==> config.mk <==
export PLATFORM = sky130hd
export DESIGN_NAME = fetch_unit
export DESIGN_NICKNAME = d
export VERILOG_FILES = /design/src/rtl/fetch_unit_pkg.sv /design/src/rtl/fetch_fifo.sv /design/src/rtl/fetch_unit.sv
export SDC_FILE = /design/constraint.sdc
export NUM_CORES = 1
export LEC_CHECK = 0
export CORE_MARGIN = 1.5
export CORE_UTILIZATION = 51
export CTS_BUF_LIST = sky130_fd_sc_hd__clkbuf_8
export CTS_CLUSTER_SIZE = 12
export DETAILED_ROUTE_END_ITERATION = 12
export GPL_ROUTABILITY_DRIVEN = 0
export PLACE_DENSITY_LB_ADDON = 0.08
export SLEW_MARGIN = 10
export SYNTH_ARGS = -nofsm -noshare
export SYNTH_HDL_FRONTEND = slang
export SYNTH_SLANG_ARGS = --single-unit
==> constraint.sdc <==
create_clock -name clk -period 6.5 [get_ports clk]
set_input_delay 1.95 -clock clk [delete_from_list [all_inputs] [get_ports clk]]
set_output_delay 1.95 -clock clk [all_outputs]
set_load 0.01 [all_outputs]
==> src/rtl/fetch_unit_pkg.sv <==
// Shared types and constants for the instruction fetch slice.
// Latency: n/a (declarations only).
// Backpressure: n/a.
package fetch_unit_pkg;

  localparam int XLEN = 32;
  localparam logic [XLEN-1:0] RESET_PC_DEFAULT = 32'h0000_3000;

  // One fetched instruction together with the byte address it came from.
  typedef struct packed {
    logic [XLEN-1:0] instr;
    logic [XLEN-1:0] pc;
  } fetch_entry_t;

  // Sequential successor of a PC; wraps silently at the top of the address space.
  function automatic logic [XLEN-1:0] pc_plus4(input logic [XLEN-1:0] pc);
    return pc + 32'd4;
  endfunction

endpackage

==> src/rtl/fetch_fifo.sv <==
// Circular buffer of fetch entries with push, pop, flush and occupancy count.
// Latency: an entry pushed at an edge is visible at the head right after that edge.
// Backpressure: caller must only push when not full or popping in the same cycle; flush wins over both.
module fetch_fifo
  import fetch_unit_pkg::*;
#(
  parameter int DEPTH = 2
) (
  input  logic                     clk,
  input  logic                     rst_n,
  input  logic                     flush,
  input  logic                     push,
  input  fetch_entry_t             push_dat,
  input  logic                     pop,
  output fetch_entry_t             head_dat,
  output logic [$clog2(DEPTH):0]   count
);

  localparam int PW = $clog2(DEPTH);

  fetch_entry_t        mem [DEPTH];
  logic [PW-1:0]       wr_ptr;
  logic [PW-1:0]       rd_ptr;

  // Storage holds no control meaning, so it is written without reset.
  always_ff @(posedge clk) begin
    if (push && !flush) begin
      mem[wr_ptr] <= push_dat;
    end
  end

  // Pointers and count: reset/flush empty the buffer; DEPTH is a power of two so pointers wrap naturally.
  always_ff @(posedge clk) begin
    if (!rst_n || flush) begin
      wr_ptr <= '0;
      rd_ptr <= '0;
      count  <= '0;
    end else begin
      if (push) wr_ptr <= wr_ptr + 1'b1;
      if (pop)  rd_ptr <= rd_ptr + 1'b1;
      case ({push, pop})
        2'b10:   count <= count + 1'b1;
        2'b01:   count <= count - 1'b1;
        default: count <= count;
      endcase
    end
  end

  // Head always shows the slot at the read pointer, so it stays stable while nothing pops.
  always_comb begin
    head_dat = mem[rd_ptr];
  end

endmodule

==> src/rtl/fetch_unit.sv <==
// Instruction fetch: owns the PC, reads instruction memory and queues {instr, pc} for decode.
// Latency: 1 cycle from PC presented on imaddr_o to the entry at the head of an empty buffer.
// Backpressure: valid/ready to decode; fetch stalls (PC holds) when the buffer is full and not draining.
module fetch_unit
  import fetch_unit_pkg::*;
#(
  parameter logic [XLEN-1:0] RESET_PC = RESET_PC_DEFAULT,
  parameter int              DEPTH    = 2   // 2 or 4
) (
  input  logic            clk,
  input  logic            rst_n,
  output logic [XLEN-1:0] imaddr_o,
  input  logic [XLEN-1:0] instr_i,
  input  logic            redirect_valid_i,
  input  logic [XLEN-1:0] redirect_pc_i,
  output logic            out_valid_o,
  input  logic            out_ready_i,
  output logic [XLEN-1:0] out_instr_o,
  output logic [XLEN-1:0] out_pc_o,
  output logic [XLEN-1:0] out_pcplus4_o,
  output logic            fault_o
);

  localparam int CW = $clog2(DEPTH) + 1;

  logic [XLEN-1:0] pc_q;
  logic            fault_q;
  logic            redirect_take;
  logic            redirect_misaligned;
  logic            pop;
  logic            push;
  logic [CW-1:0]   count;
  fetch_entry_t    push_dat;
  fetch_entry_t    head_dat;

  // Control: a redirect is honoured only while no fault is latched and then blocks push/pop.
  always_comb begin
    redirect_take       = redirect_valid_i && !fault_q;
    redirect_misaligned = (redirect_pc_i[1:0] != 2'b00);
    pop                 = out_valid_o && out_ready_i && !redirect_take;
    push                = !fault_q && !redirect_take && ((count < CW'(DEPTH)) || pop);
    push_dat.instr      = instr_i;
    push_dat.pc         = pc_q;
  end

  // PC register: reset, aligned redirect, or advance on every push; otherwise hold.
  always_ff @(posedge clk) begin
    if (!rst_n) begin
      pc_q <= RESET_PC;
    end else if (redirect_take) begin
      if (!redirect_misaligned) pc_q <= redirect_pc_i;
    end else if (push) begin
      pc_q <= pc_plus4(pc_q);
    end
  end

  // Sticky fault on a misaligned redirect; only reset clears it.
  always_ff @(posedge clk) begin
    if (!rst_n) begin
      fault_q <= 1'b0;
    end else if (redirect_take && redirect_misaligned) begin
      fault_q <= 1'b1;
    end
  end

  fetch_fifo #(
    .DEPTH (DEPTH)
  ) u_fifo (
    .clk      (clk),
    .rst_n    (rst_n),
    .flush    (redirect_take),
    .push     (push),
    .push_dat (push_dat),
    .pop      (pop),
    .head_dat (head_dat),
    .count    (count)
  );

  // Outputs: imaddr comes straight from the PC flop, so ready/redirect never reach it combinationally.
  always_comb begin
    imaddr_o      = pc_q;
    fault_o       = fault_q;
    out_valid_o   = (count != '0);
    out_instr_o   = head_dat.instr;
    out_pc_o      = head_dat.pc;
    out_pcplus4_o = pc_plus4(head_dat.pc);
  end

endmodule

==> results of run 1 <==
power groups by stage:
stage | Clock (mW) | Sequential (mW) | Combinational [mW]
6_report | 0.774 | 1.26 | 0.416
5_1_grt | 0.835 | 1.27 | 0.444
4_1_cts | 0.792 | 1.26 | 0.419
3_5_place_dp | 0 | 1.28 | 0.417
3_3_place_gp | 0 | 1.28 | 0.411
2_1_floorplan | 0 | 1.27 | 0.196
area by class of cell:
| cell class | count | area (sq um) | area share |
|---|---|---|---|
| Sequential cell | 166 | 4610 | 0.452 |
| Clock inverter | 10 | 126 | 0.0124 |
| Clock buffer | 22 | 303 | 0.0297 |
| Tap cell | 184 | 230 | 0.0226 |
| Multi-Input combinational cell | 407 | 2840 | 0.279 |
| Inverter | 13 | 48.8 | 0.00479 |
| Timing Repair Buffer | 203 | 2030 | 0.199 |
critical path: cells and delay by family, from the launching register on:
family                     cells  cell delay [ns]
buffers and inverters          3             0.72
adders and majority gates      1             0.21
xor gates and xnor gates       1             0.17
and+or+nand+nor                2             0.62
muxes                          1             0.21
DFF                            1             0.79
AOI/OAI and AO/OA              1             0.41
metrics by stage:
stage	instance area, sq um	total power, mW	worst slack, ns	cells	hold WS (ns)
finish	10200	2.45	0.889	1005	0.488
global placement	9760	1.69	1.48	973	0.456
detailed placement	9760	1.70	1.34	973	0.468
CTS	10200	2.47	0.836	1005	0.491
floorplan	7640	1.47	0.748	623	0.462
global route	10200	2.55	0.624	1005	0.518
cells in the mapped netlist, drive strengths merged (15+ instances only):
library cell	n	share of area
edfxtp	128	0.50
mux2	56	0.083
nand2	49	0.024
dfxtp	38	0.10
nand3	36	0.024
nor2	35	0.018
a21oi	26	0.017
clkbuf	23	0.011
xnor2	22	0.025
o21ai	20	0.013
nand4	19	0.017
and3	17	0.014
mux2i	15	0.020
cell families after synthesis:
group | Yosys count | synth area share
and+or+nand+nor | 204 | 0.142
DFF | 166 | 0.603
AOI/OAI and AO/OA | 99 | 0.0845
muxes | 71 | 0.103
buffers and inverters | 50 | 0.0287
xor gates and xnor gates | 30 | 0.0344
adders and majority gates | 3 | 0.00491
flip-flops by register name, summed over array words and instances, names as in the netlist, named ones only:
register,cells
u_fifo.wr_ptr,1
imaddr_o,32
u_fifo.mem,128
fault_o,1
u_fifo.count,2
u_fifo.rd_ptr,1
worst max path at each step:
stage | depth (start not counted) | to | slack, ns | start
final | 9 | out_pcplus4_o[22] | 0.89 | flop
after CTS | 9 | out_pcplus4_o[22] | 0.84 | flop
after detailed placement | 9 | out_pcplus4_o[22] | 1.34 | flop
after floorplan | 4 | u_fifo.mem[0][0] | 0.75 | redirect_pc_i[1]
after global routing | 9 | out_pcplus4_o[22] | 0.62 | flop
after global placement | 9 | out_pcplus4_o[28] | 1.48 | flop
metal layers:
layer / vias to the layer above / share of wire
met2: 244 / 0.48
met4: 0 / 0.016
met3: 26 / 0.062
met1: 2802 / 0.44
li1: 2726 / -
met5: - / 0
==> impl_summary.log, run 1 <==
INFO  metric run_status = complete, no violations
INFO  metric worst_clock_skew = 0.0102 ns
INFO  metric placeableCoreArea = 0.0146 sq mm
INFO  metric grtUsageTotal = 0.231
INFO  metric n_fill_cell = 1050
INFO  metric postSynth.topFlopCell = sky130_fd_sc_hd__edfxtp_1
INFO  metric timing.rr.end = u_fifo.mem[0][37]
INFO  metric peakVddDrop = 131 uV
INFO  metric holdCritStartpoint = imaddr_o[1]
INFO  metric cap_violations = 0
INFO  metric cts_tree = built
INFO  metric slew_headroom = 0.405
INFO  metric power.net_switching = 588 uW
INFO  metric max-clock-path-buffers = 2
INFO  metric most_frequent_cells_in_the_layout = 197 x sky130_fd_sc_hd__clkdlybuf4s50_1, 128 x sky130_fd_sc_hd__edfxtp_1, 55 x sky130_fd_sc_hd__mux2_2
INFO  metric ff2ff_setup_slack = 3.96 ns
INFO  metric cts_setup_buffers = 0
INFO  metric total_leakage_power = 3.50 nW
INFO  metric io-pin-count = 198
INFO  metric grt_setup_unrepaired = false
INFO  metric initial_utilization = 0.524
INFO  metric fp.dieW = 125 um
INFO  metric post_drt_via_cell_ratio = 5.77
INFO  metric fin_util = 0.698
INFO  metric synth_cells = 623
INFO  metric synth_seq_cells = 166
INFO  metric detail_route.iter0.violations = 377
INFO  metric startpoint_type = flop
INFO  metric endpoint_of_the_worst_hold_path = u_fifo.mem[0][1]
INFO  metric wirelength = 18200 um
INFO  metric setup.worst_path.end_class = output pin
INFO  metric grt_antenna_before_repair = 0
INFO  metric post-route-period-util = 0.863
INFO  metric first_pass_grt_wire_length = 28600 um
INFO  metric most_common_cell_after_layout_fill_and_taps_aside = sky130_fd_sc_hd__clkdlybuf4s50_1
INFO  metric ant_nets = 0
INFO  metric timing.hold.worst_path_depth = 0
INFO  metric crit_path_top_delay_cell = sky130_fd_sc_hd__dfxtp_4
INFO  metric synth_cell_area = 0.00764 sq mm
INFO  metric switching_share = 0.240
INFO  metric rows = 44
INFO  metric synth_edf_count = 128
INFO  metric dr_vias = 5798
INFO  metric timing.final.max_slew_violations = 0
INFO  metric hp-class = flop to flop
INFO  metric tritoncts.num_buffers = 17
INFO  metric critical_path_cell_sequence = mux2i_1 > inv_1 > ha_1 > inv_1 > a211oi_2 > and2_0 > nand4_1 > xnor2_1 > clkdlybuf4s50_1
INFO  metric synthArstFlopShare = 0
INFO  metric path_depth_of_the_worst_reg2reg_path = 5
INFO  metric power.clock.fraction = 0.316
INFO  metric crit_path_frequent_cell = sky130_fd_sc_hd__inv_1
INFO  metric tightest_slew = 0.893 ns
INFO  metric avg_cell_area_syn = 12.3 sq um
INFO  metric number_of_hold_buffers_added_after_cts = 0
INFO  metric cts_sinks = 166
INFO  metric combPwrFrac = 0.170
INFO  metric groute.layer.met1.usage = 0.307
INFO  metric hold_violations = 0
INFO  metric grt_start_max_net_pins = 65
INFO  metric yosysWarningCount = 0
INFO  metric sequential_area_share_after_synthesis = 0.603
INFO  metric crit_arrival = 3.66 ns
INFO  metric pwr-share-seq = 0.514
INFO  metric cell_internal_pwr = 1.86 mW
INFO  metric grt.overflow.total = 0
INFO  metric syn_nets = 694
INFO  metric dieArea = 0.0157 sq mm
INFO  metric clock_tree.htree_level_count = 4
INFO  metric die-height = 125 um
INFO  metric post_route_cells_drive_above_1_share = 0.128
INFO  metric critical_path.max_fanout = 59
INFO  metric dp.final_hpwl = 12600 um
INFO  metric worst-setup-path-type = flop to output pin
INFO  metric globalRouteMet2Util = 0.381
INFO  metric post_cts_resize_count = 0
INFO  metric gr-max-usage-layer = met2
INFO  metric routed_wire_length_per_instance = 18.1 um
INFO  metric diodes = 0
INFO  metric clk_root_buf = sky130_fd_sc_hd__clkbuf_8
INFO  metric areaGrowthSynthToFinish = 33.3%
INFO  metric worst_path_largest_cell_delay = 0.79 ns
INFO  metric finish.net_count = 879
INFO  metric powerDensity = 240 mW/mm^2
INFO  metric remaining_drc_errors = 0
INFO  metric synth.lib_cells_used.distinct = 63
INFO  metric timing.rr.start = fault_o
INFO  metric first_global_vias = 5624
INFO  metric clk-insertion-delay-late = 0.45 ns
INFO  metric drt_pass1_iterations = 5
INFO  metric globalRouteMet3Util = 0.0458
INFO  metric cp.required = 4.55 ns
INFO  metric worst_setup_hold_path_clk_slew = 0.08 ns
INFO  metric placement.io_buffers = 197
INFO  metric finalWorstPathRequiredPeriod = 5.61 ns
INFO  metric timing.fmax = 178 MHz
INFO  metric setup_viol_count_final = 0
INFO  metric finalSetupTns = 0 ns
No activity file was read; power rests on OpenSTA's default activity.
==> run 2, diff against run 1 <==
- CORE_UTILIZATION: 51 -> 49
- CTS_BUF_LIST: sky130_fd_sc_hd__clkbuf_8 -> not set
- SLEW_MARGIN: 10 -> 20
==> run 2 against run 1 <==
First-iteration DRC count shrank 23%. Fmax shrank 0.69%. Largest cell class unchanged. Wire length is 2.3% higher. Combinational power about the same. Setup slack got worse by 0.039 ns. Sequential power is essentially flat. Register-to-register slack got worse by 0.10 ns. Largest power group unchanged. Critical path type unchanged. Die area grew 4.0%.
==> impl_summary.log, run 2 (same netlist as run 1, synthesis figures left out) <==
INFO  metric post_cts_resize_count = 0
INFO  metric peakVddDrop = 188 uV
INFO  metric drt_pass1_iterations = 5
INFO  metric path_depth_of_the_worst_reg2reg_path = 6
INFO  metric worst_setup_hold_path_clk_slew = 0.06 ns
INFO  metric post_route_cells_drive_above_1_share = 0.130
INFO  metric cts_setup_buffers = 0
INFO  metric number_of_hold_buffers_added_after_cts = 0
INFO  metric finalWorstPathRequiredPeriod = 5.65 ns
INFO  metric worst_clock_skew = 0.00594 ns
INFO  metric grt_antenna_before_repair = 0
INFO  metric grt_setup_unrepaired = false
INFO  metric initial_utilization = 0.503
INFO  metric run_status = complete, no violations
INFO  metric remaining_drc_errors = 0
INFO  metric slew_headroom = 0.383
INFO  metric dpl-instance-area = 0.00977 sq mm
INFO  metric placement.io_buffers = 197
INFO  metric clock_tree.htree_level_count = 4
INFO  metric worst-setup-path-type = flop to output pin
INFO  metric ant_nets = 0
INFO  metric wirelength = 18600 um
INFO  metric routed_wire_length_per_instance = 18.4 um
INFO  metric clk_root_buf = sky130_fd_sc_hd__clkbuf_16
INFO  metric post-route-period-util = 0.869
INFO  metric cts_sinks = 166
INFO  metric grtUsageTotal = 0.229
INFO  metric n_fill_cell = 1134
INFO  metric powerDensity = 254 mW/mm^2
INFO  metric finalSetupTns = 0 ns
INFO  metric dp.final_hpwl = 12900 um
INFO  metric dr_vias = 5737
INFO  metric fp.dieW = 128 um
INFO  metric io-pin-count = 198
INFO  metric stdcell_area = 0.0103 sq mm
INFO  metric critical_path.max_fanout = 60
INFO  metric dieArea = 0.0164 sq mm
INFO  metric setup.worst_path.end_class = output pin
INFO  metric total_leakage_power = 3.54 nW
INFO  metric most_frequent_cells_in_the_layout = 197 x sky130_fd_sc_hd__clkdlybuf4s50_1, 128 x sky130_fd_sc_hd__edfxtp_1, 55 x sky130_fd_sc_hd__mux2_2
INFO  metric placeableCoreArea = 0.0152 sq mm
INFO  metric largest_register = u_fifo.mem
INFO  metric post_drt_via_cell_ratio = 5.69
INFO  metric grt.overflow.total = 0
INFO  metric startpoint_type = flop
INFO  metric grt_start_max_net_pins = 65
INFO  metric timing.hold.worst_path_depth = 0
INFO  metric diodes = 0
INFO  metric first_pass_grt_wire_length = 29000 um
INFO  metric max-clock-path-buffers = 2
INFO  metric cap_violations = 0
INFO  metric hp-class = flop to flop
INFO  metric finish.net_count = 879
INFO  metric detail_route.iter0.violations = 289
INFO  metric crit_arrival = 3.70 ns
INFO  metric timing.final.max_slew_violations = 0
INFO  metric hold_violations = 0
INFO  metric most_common_cell_after_layout_fill_and_taps_aside = sky130_fd_sc_hd__clkdlybuf4s50_1
INFO  metric cts_tree = built
INFO  metric timing.fmax = 177 MHz
INFO  metric tightest_slew = 0.926 ns
INFO  metric setup_viol_count_final = 0
INFO  metric die-height = 128 um
INFO  metric largest_register_ffs = 128
INFO  metric cp.required = 4.55 ns
INFO  metric rows = 45
INFO  metric tritoncts.num_buffers = 17
INFO  metric clk-insertion-delay-late = 0.42 ns
INFO  metric areaGrowthSynthToFinish = 35.1%
INFO  metric first_global_vias = 5530
[run 2: final timing paths]
check                                     start           endpoint  slack (ns)
worst min register to register      imaddr_o[1]   u_fifo.mem[0][1]        0.49
worst max-delay path                       flop  out_pcplus4_o[28]        0.85
worst max register to register  u_fifo.count[1]  u_fifo.mem[0][51]        3.86
worst min-delay path                imaddr_o[1]   u_fifo.mem[0][1]        0.49
[run 2: critical path: stages (launching register included)]
cell and delay [ns]:
sky130_fd_sc_hd__dfxtp_4 0.85, sky130_fd_sc_hd__buf_4 0.49, sky130_fd_sc_hd__mux2_4 0.27, sky130_fd_sc_hd__a21boi_0 0.31
sky130_fd_sc_hd__nand4_1 0.34, sky130_fd_sc_hd__nor3_1 0.28, sky130_fd_sc_hd__xor2_1 0.16, sky130_fd_sc_hd__clkdlybuf4s50_1 0.55
[run 2: power by group]
group	switching (mW)	internal (mW)	total, mW
sequential	0.0511	1.21	1.26
combinational	0.188	0.229	0.418
clock	0.413	0.529	0.943
[run 2: routing by layer]
layer	share of wire	track usage	wire length [um]
met1	0.44	0.296	8110
met2	0.49	0.383	9060
met3	0.058	0.0467	1070
met4	0.020	0.0826	371
met5	0	0	0
[run 2: cell type report]
type | count | area, sq um | area share
inverter | 13 | 48.8 | 0.00473
sequential | 166 | 4610 | 0.446
timing repair buffer | 203 | 2030 | 0.197
multi-input combinational | 407 | 2840 | 0.276
clock buffer | 18 | 429 | 0.0416
tap | 188 | 235 | 0.0228
clock inverter | 14 | 128 | 0.0124
[run 2: metrics by stage]
| step | power (mW) | utilization | setup slack (ns) | cells | hold slack [ns] |
|---|---|---|---|---|---|
| global placement | 1.69 | 0.642 | 1.33 | 977 | 0.458 |
| floorplan | 1.47 | - | 0.748 | 623 | 0.462 |
| finish | 2.62 | 0.679 | 0.850 | 1009 | 0.487 |
| CTS | 2.64 | 0.679 | 0.806 | 1009 | 0.492 |
| detailed placement | 1.70 | 0.642 | 1.25 | 977 | 0.471 |
| global route | 2.71 | 0.679 | 0.583 | 1009 | 0.519 |
==> run 3, diff against run 2 <==
- CORE_MARGIN: 1.5 -> not set
==> run 3 against run 2 <==
Final cell count unchanged. First-iteration DRC count increased by 33%. Critical path type unchanged. Hold slack got worse by 0.0040 ns. Core utilization increased by 0.19 points. Critical path depth increased by 2.
==> impl_summary.log, run 3 (same netlist as run 1, synthesis figures left out) <==
INFO  metric cts_tree = built
INFO  metric report.power.total = 2.70 mW
INFO  metric cell_internal_pwr = 2.04 mW
INFO  metric crit_path_top_delay_cell = sky130_fd_sc_hd__dfxtp_4
INFO  metric switching_share = 0.243
INFO  metric timing.rr.start = fault_o
INFO  metric worst-setup-path-type = flop to output pin
INFO  metric cp.required = 4.55 ns
INFO  metric crit_arrival = 3.53 ns
INFO  metric power.clock.fraction = 0.381
INFO  metric clk_root_buf = sky130_fd_sc_hd__clkbuf_16
INFO  metric dr_wl_met2 = 9090 um
INFO  metric io-pin-count = 198
INFO  metric dieArea = 0.0161 sq mm
INFO  metric finalWorstPathRequiredPeriod = 5.48 ns
INFO  metric total_leakage_power = 3.56 nW
INFO  metric post_route_cells_drive_above_1_share = 0.128
INFO  metric max-clock-path-buffers = 2
INFO  metric cts_setup_buffers = 0
INFO  metric fp.dieW = 127 um
INFO  metric post_cts_resize_count = 0
INFO  metric initial_utilization = 0.503
INFO  metric rows = 45
INFO  metric detail_route.iter0.violations = 383
INFO  metric peakVddDrop = 181 uV
INFO  metric largest_register = u_fifo.mem
INFO  metric placeableCoreArea = 0.0152 sq mm
INFO  metric first_pass_grt_wire_length = 28500 um
INFO  metric holdCritStartpoint = imaddr_o[1]
INFO  metric setup_viol_count_final = 0
INFO  metric worst_path_largest_cell_delay = 0.74 ns
INFO  metric timing.final.max_slew_violations = 0
INFO  metric grt_antenna_before_repair = 1
INFO  metric ant_nets = 0
INFO  metric cap_violations = 0
INFO  metric critical_path.max_fanout = 55
INFO  metric grt_setup_unrepaired = false
INFO  metric worstPathBufferInverterCount = 3
INFO  metric pwr-share-seq = 0.466
INFO  metric tritoncts.num_buffers = 17
INFO  metric first_global_vias = 5462
INFO  metric worst_clock_skew = 0.00632 ns
INFO  metric remaining_drc_errors = 0
INFO  metric power.net_switching = 657 uW
INFO  metric die-height = 127 um
INFO  metric hold_violations = 0
INFO  metric n_fill_cell = 1088
INFO  metric timing.critical_path.max_delay_family = flip-flops
INFO  metric startpoint_type = flop
INFO  metric clock_tree.htree_level_count = 4
INFO  metric worst_setup_hold_path_clk_slew = 0.07 ns
INFO  metric post_drt_via_cell_ratio = 5.68
INFO  metric most_frequent_cells_in_the_layout = 197 x sky130_fd_sc_hd__clkdlybuf4s50_1, 128 x sky130_fd_sc_hd__edfxtp_1, 55 x sky130_fd_sc_hd__mux2_2
INFO  metric finish.net_count = 878
INFO  metric post-route-period-util = 0.843
INFO  metric grtUsageTotal = 0.231
INFO  metric crit_path_frequent_cell = sky130_fd_sc_hd__inv_1
INFO  metric combPwrFrac = 0.153
INFO  metric finalSetupTns = 0 ns
INFO  metric route.top_layer_used = met4
INFO  metric hp-class = flop to flop
INFO  metric cts_sinks = 166
INFO  metric number_of_hold_buffers_added_after_cts = 0
INFO  metric grt.overflow.total = 0
INFO  metric wirelength_met1 = 7770 um
INFO  metric dp.final_hpwl = 12400 um
INFO  metric run_status = complete, no violations
INFO  metric timing.fmax = 182 MHz
INFO  metric powerDensity = 261 mW/mm^2
INFO  metric most_common_cell_after_layout_fill_and_taps_aside = sky130_fd_sc_hd__clkdlybuf4s50_1
INFO  metric grt_start_max_net_pins = 65
INFO  metric tightest_slew = 0.947 ns
INFO  metric drt_pass1_iterations = 5
INFO  metric setup.worst_path.end_class = output pin
INFO  metric clk-insertion-delay-late = 0.42 ns
INFO  metric wirelength = 18400 um
INFO  metric slew_headroom = 0.369
INFO  metric critical_path_cell_sequence = mux2i_1 > inv_1 > ha_1 > inv_1 > a211oi_2 > nand4_1 > nor3_1 > xor2_1 > clkdlybuf4s50_1
INFO  metric detailroute.wirelength.met3 = 1240 um
INFO  metric dr_vias = 5729
INFO  metric routed_wire_length_per_instance = 18.2 um
INFO  metric largest_register_ffs = 128
INFO  metric areaGrowthSynthToFinish = 35.5%
INFO  metric placement.io_buffers = 197
INFO  metric fin_util = 0.681
-- run 3: cell types whose count changed in the layout (fill, tap and decap cells not counted) --
cell / before / now
sky130_fd_sc_hd__clkinv_4: 3 / 1
sky130_fd_sc_hd__clkinv_1: 0 / 1
sky130_fd_sc_hd__clkinv_2: 3 / 2
sky130_fd_sc_hd__clkinvlp_4: 4 / 2
sky130_fd_sc_hd__buf_12: 1 / 0
sky130_fd_sc_hd__inv_6: 3 / 4
sky130_fd_sc_hd__diode_2: 0 / 1
sky130_fd_sc_hd__inv_8: 0 / 1
sky130_fd_sc_hd__bufinv_16: 1 / 3
-- run 3: final timing paths --
check	depth (start not counted)	slack [ns]	endpoint
max reg2reg	5	4.03	u_fifo.mem[0][18]
min	0	0.48	u_fifo.mem[1][1]
min reg2reg	0	0.48	u_fifo.mem[1][1]
max	9	1.02	out_pcplus4_o[28]
-- run 3: area by class of cell --
type                       instances  area (sq um)  area share
inverter                          13          48.8     0.00471
tap                              188           235      0.0227
antenna                            1          2.50    0.000242
clock buffer                      18           429      0.0415
sequential                       166          4610       0.445
multi-input combinational        407          2840       0.275
timing repair buffer             202          2010       0.194
clock inverter                    14           174      0.0168
-- run 3: worst reg2reg max path, delay by kind of cell, from the launching register on --
kind / cells / cell delay (ns)
buffers and inverters: 2 / 0.95
flip-flops: 1 / 0.48
AND/OR/NAND/NOR: 3 / 0.58
-- run 3: metal layers --
metal / vias up / track usage
li1: 2727 / -
met1: 2752 / 0.287
met2: 230 / 0.395
met3: 20 / 0.0574
met4: 0 / 0.0756
met5: - / 0
-- run 3: power by group through the flow --
stage,logic (mW),clock network (mW),registers [mW]
2_1_floorplan,0.196,0,1.27
3_3_place_gp,0.410,0,1.28
3_5_place_dp,0.416,0,1.28
4_1_cts,0.418,1.04,1.26
5_1_grt,0.444,1.09,1.27
6_report,0.414,1.03,1.26
-- run 3: stage by stage --
stage               cells  cell area [sq um]  hold WS, ns  setup slack (ns)
floorplan             623               7640        0.462             0.748
global placement      976               9750        0.458              1.46
detailed placement    976               9750        0.461              1.41
CTS                  1008              10300        0.479             0.924
global route         1008              10300        0.507             0.724
finish               1009              10400        0.483              1.02
